### config.mk
export PLATFORM = sky130hd
export DESIGN_NAME = shared_reg_arbiter
export DESIGN_NICKNAME = d
export VERILOG_FILES = /design/src/rtl/reg_arb_pkg.sv /design/src/rtl/rr_pick.sv /design/src/rtl/shared_reg_arbiter.sv
export SDC_FILE = /design/constraint.sdc
export NUM_CORES = 1
export LEC_CHECK = 0
export ABC_AREA = 1
export BUFFER_PORTS_ARGS = -buffer_cell sky130_fd_sc_hd__buf_4
export CAP_MARGIN = 20
export CORE_UTILIZATION = 25
export DETAILED_ROUTE_END_ITERATION = 8
export HOLD_SLACK_MARGIN = 0.05
export PLACE_DENSITY_LB_ADDON = 0.1
export SYNTH_ARGS = -nofsm -noshare
export SYNTH_HDL_FRONTEND = slang
export SYNTH_SLANG_ARGS = --single-unit
### constraint.sdc
create_clock -name clk -period 3.2 [get_ports clk]
set_clock_uncertainty 0.05 [all_clocks]
set_input_delay 0.32 -clock clk [delete_from_list [all_inputs] [get_ports clk]]
set_output_delay 0.32 -clock clk [all_outputs]
set_load 0.02 [all_outputs]
### src/rtl/reg_arb_pkg.sv
// rtl/reg_arb_pkg.sv - shared definitions for the shared register arbiter
//
// Purpose: default sizes, the arbiter state encoding and a pointer-width
// helper used by shared_reg_arbiter and rr_pick.
// Ports:   none (package).
package reg_arb_pkg;

    localparam int N_REQ_DEF = 4;
    localparam int WIDTH_DEF = 8;

    typedef enum logic {
        ARB    = 1'b0,
        LOCKED = 1'b1
    } arb_state_t;

    // Bits needed to hold a requester index; never less than one.
    function automatic int ptr_width(input int n);
        return (n > 1) ? $clog2(n) : 1;
    endfunction

endpackage

### src/rtl/rr_pick.sv
// rtl/rr_pick.sv - combinational rotate-priority requester search
//
// Purpose: find the first asserted request scanning ptr, ptr+1, ... modulo
//          N_REQ.
// Ports:   req   - per-requester request vector
//          ptr   - index holding highest priority this cycle (< N_REQ)
//          found - at least one request is asserted
//          index - winning requester index (0 when found is low)
module rr_pick
    import reg_arb_pkg::*;
#(
    parameter int N_REQ = N_REQ_DEF
) (
    input  logic [N_REQ-1:0]            req,
    input  logic [ptr_width(N_REQ)-1:0] ptr,
    output logic                        found,
    output logic [ptr_width(N_REQ)-1:0] index
);

    localparam int PW = ptr_width(N_REQ);

    int k;

    always_comb begin
        found = 1'b0;
        index = '0;
        k     = 0;
        for (int i = 0; i < N_REQ; i++) begin
            // ptr is always below N_REQ, so one subtraction completes the modulo.
            k = int'(ptr) + i;
            if (k >= N_REQ) begin
                k = k - N_REQ;
            end
            if (!found && req[k[PW-1:0]]) begin
                found = 1'b1;
                index = k[PW-1:0];
            end
        end
    end

endmodule

### src/rtl/shared_reg_arbiter.sv
// rtl/shared_reg_arbiter.sv - round-robin arbiter writing one shared register
//
// Purpose: each edge picks at most one requester, loads its write data into
//          the shared register and reports a one-hot grant. A winner that
//          also raises lock keeps the register for as long as it holds both
//          req and lock.
// Ports:   clk     - rising-edge clock
//          reset   - synchronous active-high reset
//          req     - per-requester write request
//          lock    - per-requester burst hold, sampled with req
//          wdata   - per-requester write data
//          gnt     - registered one-hot grant (or zero) for the last write
//          q       - shared register contents
//          q_valid - q was loaded on the last edge
module shared_reg_arbiter
    import reg_arb_pkg::*;
#(
    parameter int N_REQ = N_REQ_DEF,
    parameter int WIDTH = WIDTH_DEF
) (
    input  logic                         clk,
    input  logic                         reset,
    input  logic [N_REQ-1:0]             req,
    input  logic [N_REQ-1:0]             lock,
    input  logic [N_REQ-1:0][WIDTH-1:0]  wdata,
    output logic [N_REQ-1:0]             gnt,
    output logic [WIDTH-1:0]             q,
    output logic                         q_valid
);

    localparam int PW = ptr_width(N_REQ);
    localparam logic [PW-1:0] LAST_IDX = PW'(N_REQ - 1);

    arb_state_t      state;
    arb_state_t      state_n;
    logic [PW-1:0]   ptr;
    logic [PW-1:0]   ptr_n;
    logic [PW-1:0]   owner;
    logic [PW-1:0]   owner_n;

    logic            pick_found;
    logic [PW-1:0]   pick_idx;
    logic            win;
    logic [PW-1:0]   winner;
    logic [N_REQ-1:0] gnt_n;

    rr_pick #(
        .N_REQ (N_REQ)
    ) u_rr_pick (
        .req   (req),
        .ptr   (ptr),
        .found (pick_found),
        .index (pick_idx)
    );

    // Next-state and winner selection.
    always_comb begin
        state_n = state;
        ptr_n   = ptr;
        owner_n = owner;
        win     = 1'b0;
        winner  = '0;

        if (state == LOCKED && req[owner] && lock[owner]) begin
            // Burst continues: owner wins, rotation is frozen.
            win    = 1'b1;
            winner = owner;
        end else begin
            // Either already arbitrating or the burst just ended; in both
            // cases this edge arbitrates normally so no idle cycle appears.
            state_n = ARB;
            if (pick_found) begin
                win    = 1'b1;
                winner = pick_idx;
                ptr_n  = (pick_idx == LAST_IDX) ? '0 : pick_idx + PW'(1);
                if (lock[pick_idx]) begin
                    state_n = LOCKED;
                    owner_n = pick_idx;
                end
            end
        end
    end

    always_comb begin
        gnt_n = '0;
        if (win) begin
            gnt_n[winner] = 1'b1;
        end
    end

    always_ff @(posedge clk) begin
        if (reset) begin
            state   <= ARB;
            ptr     <= '0;
            owner   <= '0;
            gnt     <= '0;
            q       <= '0;
            q_valid <= 1'b0;
        end else begin
            state   <= state_n;
            ptr     <= ptr_n;
            owner   <= owner_n;
            gnt     <= gnt_n;
            q_valid <= win;
            if (win) begin
                q <= wdata[winner];
            end
        end
    end

endmodule

==> results.tsv, run 1 <==
metric	value	unit
critPathCaptureType	flop	
min_period	2530	ps
yosys_warnings	0	
die_y	80.6	um
critPathTopFamily	simple AND/OR/NAND/NOR gates	
period_share	79.1	%
cp_slowest_cell	dfxtp_1	
drt_iter0_markers	63	
dp_hpwl	3.52	mm
startpoint	ptr[0]	
pre_cts_ws	672	ps
muxShareOfSynthArea	0	%
powerDensity	1140	nW/um2
drv_slew	0	
path_max_fanout	20	
cts.repair.resized	0	
antenna_left	0	
critical_path_class	flop to flop	
power	2310	uW
r2r_setup_slack	670	ps
drc	0	
area_growth	31.7	%
detail_route.vias_per_cell	4.37	
vias	1613	
cts_sinks	18	
hold_class	input pin to flop	
synth.avg_cell_area	6.33	um2
drive_gt1_share	34.4	%
timing.rr.start	ptr[0]	
clk_latency	250	ps
drv_cap	0	
syn-num-nets	286	
crit_end	q[6]	
yosysSeqAreaShare	23.3	%
final-setup-viol-count	0	
cp-start-kind	flop	
fin_setup_tns	0	ps
diodes	0	
grt_pass1_vias	1538	
gp_congestion	0.776	
cts_tree	yes	
fillCellCount	667	
path_common_cell	nand2_1	
place_area	1980	um2
rows	28	
ys_types	25	
ir_worst_vdd	0.355	mV
final_cell_mix	76 x nand2_1, 54 x buf_4, 45 x nand3_1	
mostFrequentLayoutCell	nand2_1	
relSlewSlack	63.5	%
ctsHoldBuffers	0	
worst_slew_pin_slew	547	ps
clock_path_buffers	2	
worstPathRequired	3300	ps
wl_per_cell	12.0	um
die_w	80.6	um
p_leak	0.00115	uW
htreeDepth	1	
grt_max_degree	21	
slowest_delay	670	ps
synth_compound_area_share	5.75	%
cp_num_buf_inv	3	
crit_chain	nand2_1, nand3_1, nand2_1, inv_1, nand3_4, nand2_4, inv_4, nand2_8, nand2_4, nand2_2, nand2_1, nand2_1, nand3_1, nand2_1, inv_1	
seqCellArea	360	um2
r2r-end	q[6]	
fin_area	2040	um2
finalHoldViolCount	0	
outcome	finished clean	
wl	4.42	mm
syn-instance-count	244	
path_depth	15	
netlist_area	1550	um2
synth_seq_cells	18	
core_area	5960	um2
rsz0062_at_grt	false	
cts-root-buf	clkbuf_8	
track_usage	14.6	%
grt_pass1_wl	7.36	mm
die-area	6500	um2
multiInputGateArea	963	um2
synth-simple-area-share	56.6	%
post-route-worst-setup-slack	670	ps
cp.arrival	2630	ps
r2r_cells	15	
fin_nets	337	
dr.pass1.iters	4	
antenna_found_initial	0	
ioPinCount	55	
initial_core_util	25.9	%
synthAdderAreaFrac	0	%
clk_pin_slew	70	ps
grt-ovfl-total	0	
io_buffers	54	
cts_buffers	3	
synth-xor-area-share	0	%
synth_top_family_by_area	simple AND/OR/NAND/NOR gates	
post-cts-setup-buffer-count	0	
max_freq	395	MHz
==> worst min path at each step <==
stage	startpoint	endpoint	depth (start not counted)
floorplan	reset	state	1
global placement	reset	state	2
detailed placement	reset	state	2
CTS	reset	state	2
global route	reset	state	2
finish	reset	state	2
==> state kept, by name (all words and copies together), names as in the netlist <==
signal   cells
q            8
state        1
owner        2
gnt          4
q_valid      1
ptr          2
==> through the flow <==
stage	cells	utilization (%)	hold WS [ps]
2_1_floorplan	244	-	339
3_3_place_gp	365	33.3	468
3_5_place_dp	365	33.3	463
4_1_cts	369	34.2	186
5_1_grt	369	34.2	191
6_report	369	34.2	191
==> cell families after synthesis <==
kind of cell    count (synthesis)
buf+inv                        46
flops                          18
compound gates                 16
simple gates                  164
==> final cells by class <==
cell class                      instances  area share, %
Inverter                               38           7.74
Clock buffer                            4           2.70
Multi-Input combinational cell        180           47.3
Tap cell                               75           4.61
Timing Repair Buffer                   54           19.9
Sequential cell                        18           17.7
==> power by group <==
| part | total (uW) | switching [uW] | internal, uW |
|---|---|---|---|
| logic | 1740 | 1150 | 587 |
| registers | 385 | 69.4 | 315 |
| clock network | 187 | 77.7 | 109 |
==> cells in the mapped netlist, drive strengths merged <==
master    n  area share [%]
nand3    51              20
a21oi     3            0.97
a211oi    2            0.97
nor3      5             1.6
clkinv    1            0.57
nand3b    1            0.49
dfxtp    18              23
nor2      2             1.5
o21ai    11             3.8
nand4     2            0.81
inv      37             9.6
nand2   103              32
buf       8             4.1
==> per-layer routing <==
| layer | track usage [%] | routed length, um | share of wire, % | vias to the layer above |
|---|---|---|---|---|
| li1 | - | - | - | 875 |
| met1 | 22.6 | 2410 | 54 | 700 |
| met2 | 21.3 | 1850 | 42 | 36 |
| met3 | 1.82 | 143 | 3.2 | 2 |
| met4 | 2.68 | 21 | 0.47 | 0 |
| met5 | 0 | 0 | 0 | - |
Note: power is estimated with default switching activity, not from simulation.
==> inputs of run 2 (changes only) <==
==> constraint.sdc (replaced) <==
create_clock -name clk -period 2.54 [get_ports clk]
set_clock_uncertainty 0.05 [all_clocks]
set_input_delay 0.254 -clock clk [delete_from_list [all_inputs] [get_ports clk]]
set_output_delay 0.254 -clock clk [all_outputs]
set_load 0.02 [all_outputs]
==> results.tsv, run 2 (synthesized netlist as in run 1, its figures left out) <==
metric	value	unit	change
core_area	5960	um2	unchanged
grt_pass1_vias	1513		was 1538
fin_area	2050	um2	was 2040 um2
p_comb_share	75.3	%	about the same
antenna_found_initial	0		unchanged
pwr-share-seq	16.4	%	was 16.6%
grt_pass1_wl	7.21	mm	was 7.36 mm
drc	0		unchanged
drt_iter0_markers	63		unchanged
hold_class	input pin to flop		unchanged
r2r-end	q[4]		was q[6]
clk_latency	260	ps	was 250 ps
final_cell_mix	75 x nand2_1, 56 x buf_4, 45 x nand3_1		was 76 x nand2_1, 54 x buf_4, 45 x nand3_1
cts_buffers	3		unchanged
rows	28		unchanged
p_sw	1630	uW	was 1300 uW
powerDensity	1420	nW/um2	was 1140 nW/um2
detail_route.vias_per_cell	4.36		was 4.37
ioPinCount	55		unchanged
grt_max_degree	19		was 21
p_int	1290	uW	was 1010 uW
finalHoldViolCount	0		unchanged
io_buffers	54		unchanged
dr.pass1.iters	4		unchanged
cp-start-kind	flop		unchanged
cp.arrival	2230	ps	was 2630 ps
period_share	83.1	%	was 79.1%
worst_slew_pin_slew	389	ps	was 547 ps
worstPathRequired	2660	ps	was 3300 ps
cp_slowest_cell	dfxtp_2		was dfxtp_1
cts_sinks	18		unchanged
ir_worst_vdd	0.411	mV	was 0.355 mV
crit_end	q[4]		was q[6]
fin_setup_tns	0	ps	unchanged
drive_gt1_share	35.5	%	was 34.4%
antenna_left	0		unchanged
final-setup-viol-count	0		unchanged
path_max_fanout	11		was 20
drv_cap	0		unchanged
largest_register_ffs	8		unchanged
area_growth	33.0	%	was 31.7%
startpoint	ptr[0]		unchanged
r2r_setup_slack	430	ps	was 670 ps
clk_pin_slew	80	ps	was 70 ps
r2r_cells	14		was 15
rsz0062_at_grt	false		unchanged
power	2920	uW	was 2310 uW
place_area	2000	um2	was 1980 um2
top_regs	q (8), gnt (4)		unchanged
die_w	80.6	um	unchanged
grt-ovfl-total	0		unchanged
outcome	finished clean		unchanged
crit_chain	inv_8, nand2_1, nand2_2, o21ai_2, nand3b_1, nand3_1, nand2_1, nand2_1, nand2_2, inv_2, nand2_1, nand3_1, nand2_1, inv_1		was nand2_1, nand3_1, nand2_1, inv_1, nand3_4, nand2_4, inv_4, nand2_8, nand2_4, nand2_2, nand2_1, nand2_1, nand3_1, nand2_1, inv_1
clock_path_buffers	2		unchanged
path_common_cell	nand2_1		unchanged
top_register	q		unchanged
htreeDepth	1		unchanged
dp_hpwl	3.50	mm	was 3.52 mm
timing.rr.start	ptr[0]		unchanged
critical_path_class	flop to flop		unchanged
swShare	55.7	%	was 56.3%
diodes	0		unchanged
min_period	2110	ps	was 2530 ps
drv_slew	0		unchanged
vias	1616		was 1613
wl_per_cell	11.8	um	was 12.0 um
initial_core_util	25.9	%	unchanged
pwr-share-clk	8.4	%	was 8.1%
gp_congestion	0.793		was 0.776
mostFrequentLayoutCell	nand2_1		unchanged
cts_tree	yes		unchanged
critPathCaptureType	flop		unchanged
max_freq	474	MHz	was 395 MHz
wl	4.36	mm	was 4.42 mm
die-area	6500	um2	unchanged
fin_nets	339		was 337
die_y	80.6	um	unchanged
cts-root-buf	clkbuf_8		unchanged
relSlewSlack	74.1	%	was 63.5%
slowest_delay	480	ps	was 670 ps
track_usage	14.5	%	was 14.6%
p_leak	0.00116	uW	was 0.00115 uW
## run 2: cell type report
type	instances	area, um2
Clock buffer	4	55.1
Inverter	38	158
Timing Repair Buffer	56	420
Tap cell	75	93.8
Multi-Input combinational cell	180	966
Fill cell	679	3900
Sequential cell	18	362
## run 2: critical path, delay by kind of cell, from the launching register on
family	cells	cell delay [ps]
AOI/OAI and AO/OA	1	200
buffers and inverters	3	270
DFF	1	480
and+or+nand+nor	10	1010
## run 2: worst min path at each step
stage | from | to | slack (ps) | depth (start not counted)
after floorplan | reset | state | 270 | 1
after global placement | reset | state | 400 | 2
after detailed placement | reset | state | 400 | 2
after CTS | reset | state | 110 | 2
after global routing | reset | ptr[0] | 120 | 2
final | reset | state | 120 | 2
## run 2: power groups by stage
stage                     Clock (uW)  Sequential (uW)  Combinational [uW]
final                            244              479                2200
after floorplan                    0              535                1740
after global placement             0              488                2230
after detailed placement           0              486                2220
after CTS                        257              480                2220
after global routing             268              493                2520
## run 2: through the flow
| step | instances | utilization [%] | hold slack (ps) | setup slack [ps] |
|---|---|---|---|---|
| final | 371 | 34.5 | 119 | 430 |
| after global routing | 371 | 34.5 | 123 | 174 |
| after CTS | 371 | 34.4 | 115 | 74.0 |
| after detailed placement | 367 | 33.5 | 397 | 93.2 |
| after global placement | 367 | 33.5 | 402 | 103 |
| after floorplan | 244 | - | 273 | 758 |
## run 2: timing repair
action,in CTS,in global routing
hold buffers,0,0
buffers inserted,0,0
gates resized for setup,0,2
endpoints found under the setup margin,0,8
## run 2: routing by layer
layer	part of all wire, %	GRT usage, %	up-vias	wire length [um]
met1	51	21.4	687	2240
met2	43	21.9	48	1870
met5	0	0	-	0
met3	5.2	1.48	4	228
met4	0.71	4.29	0	31
li1	-	-	877	-
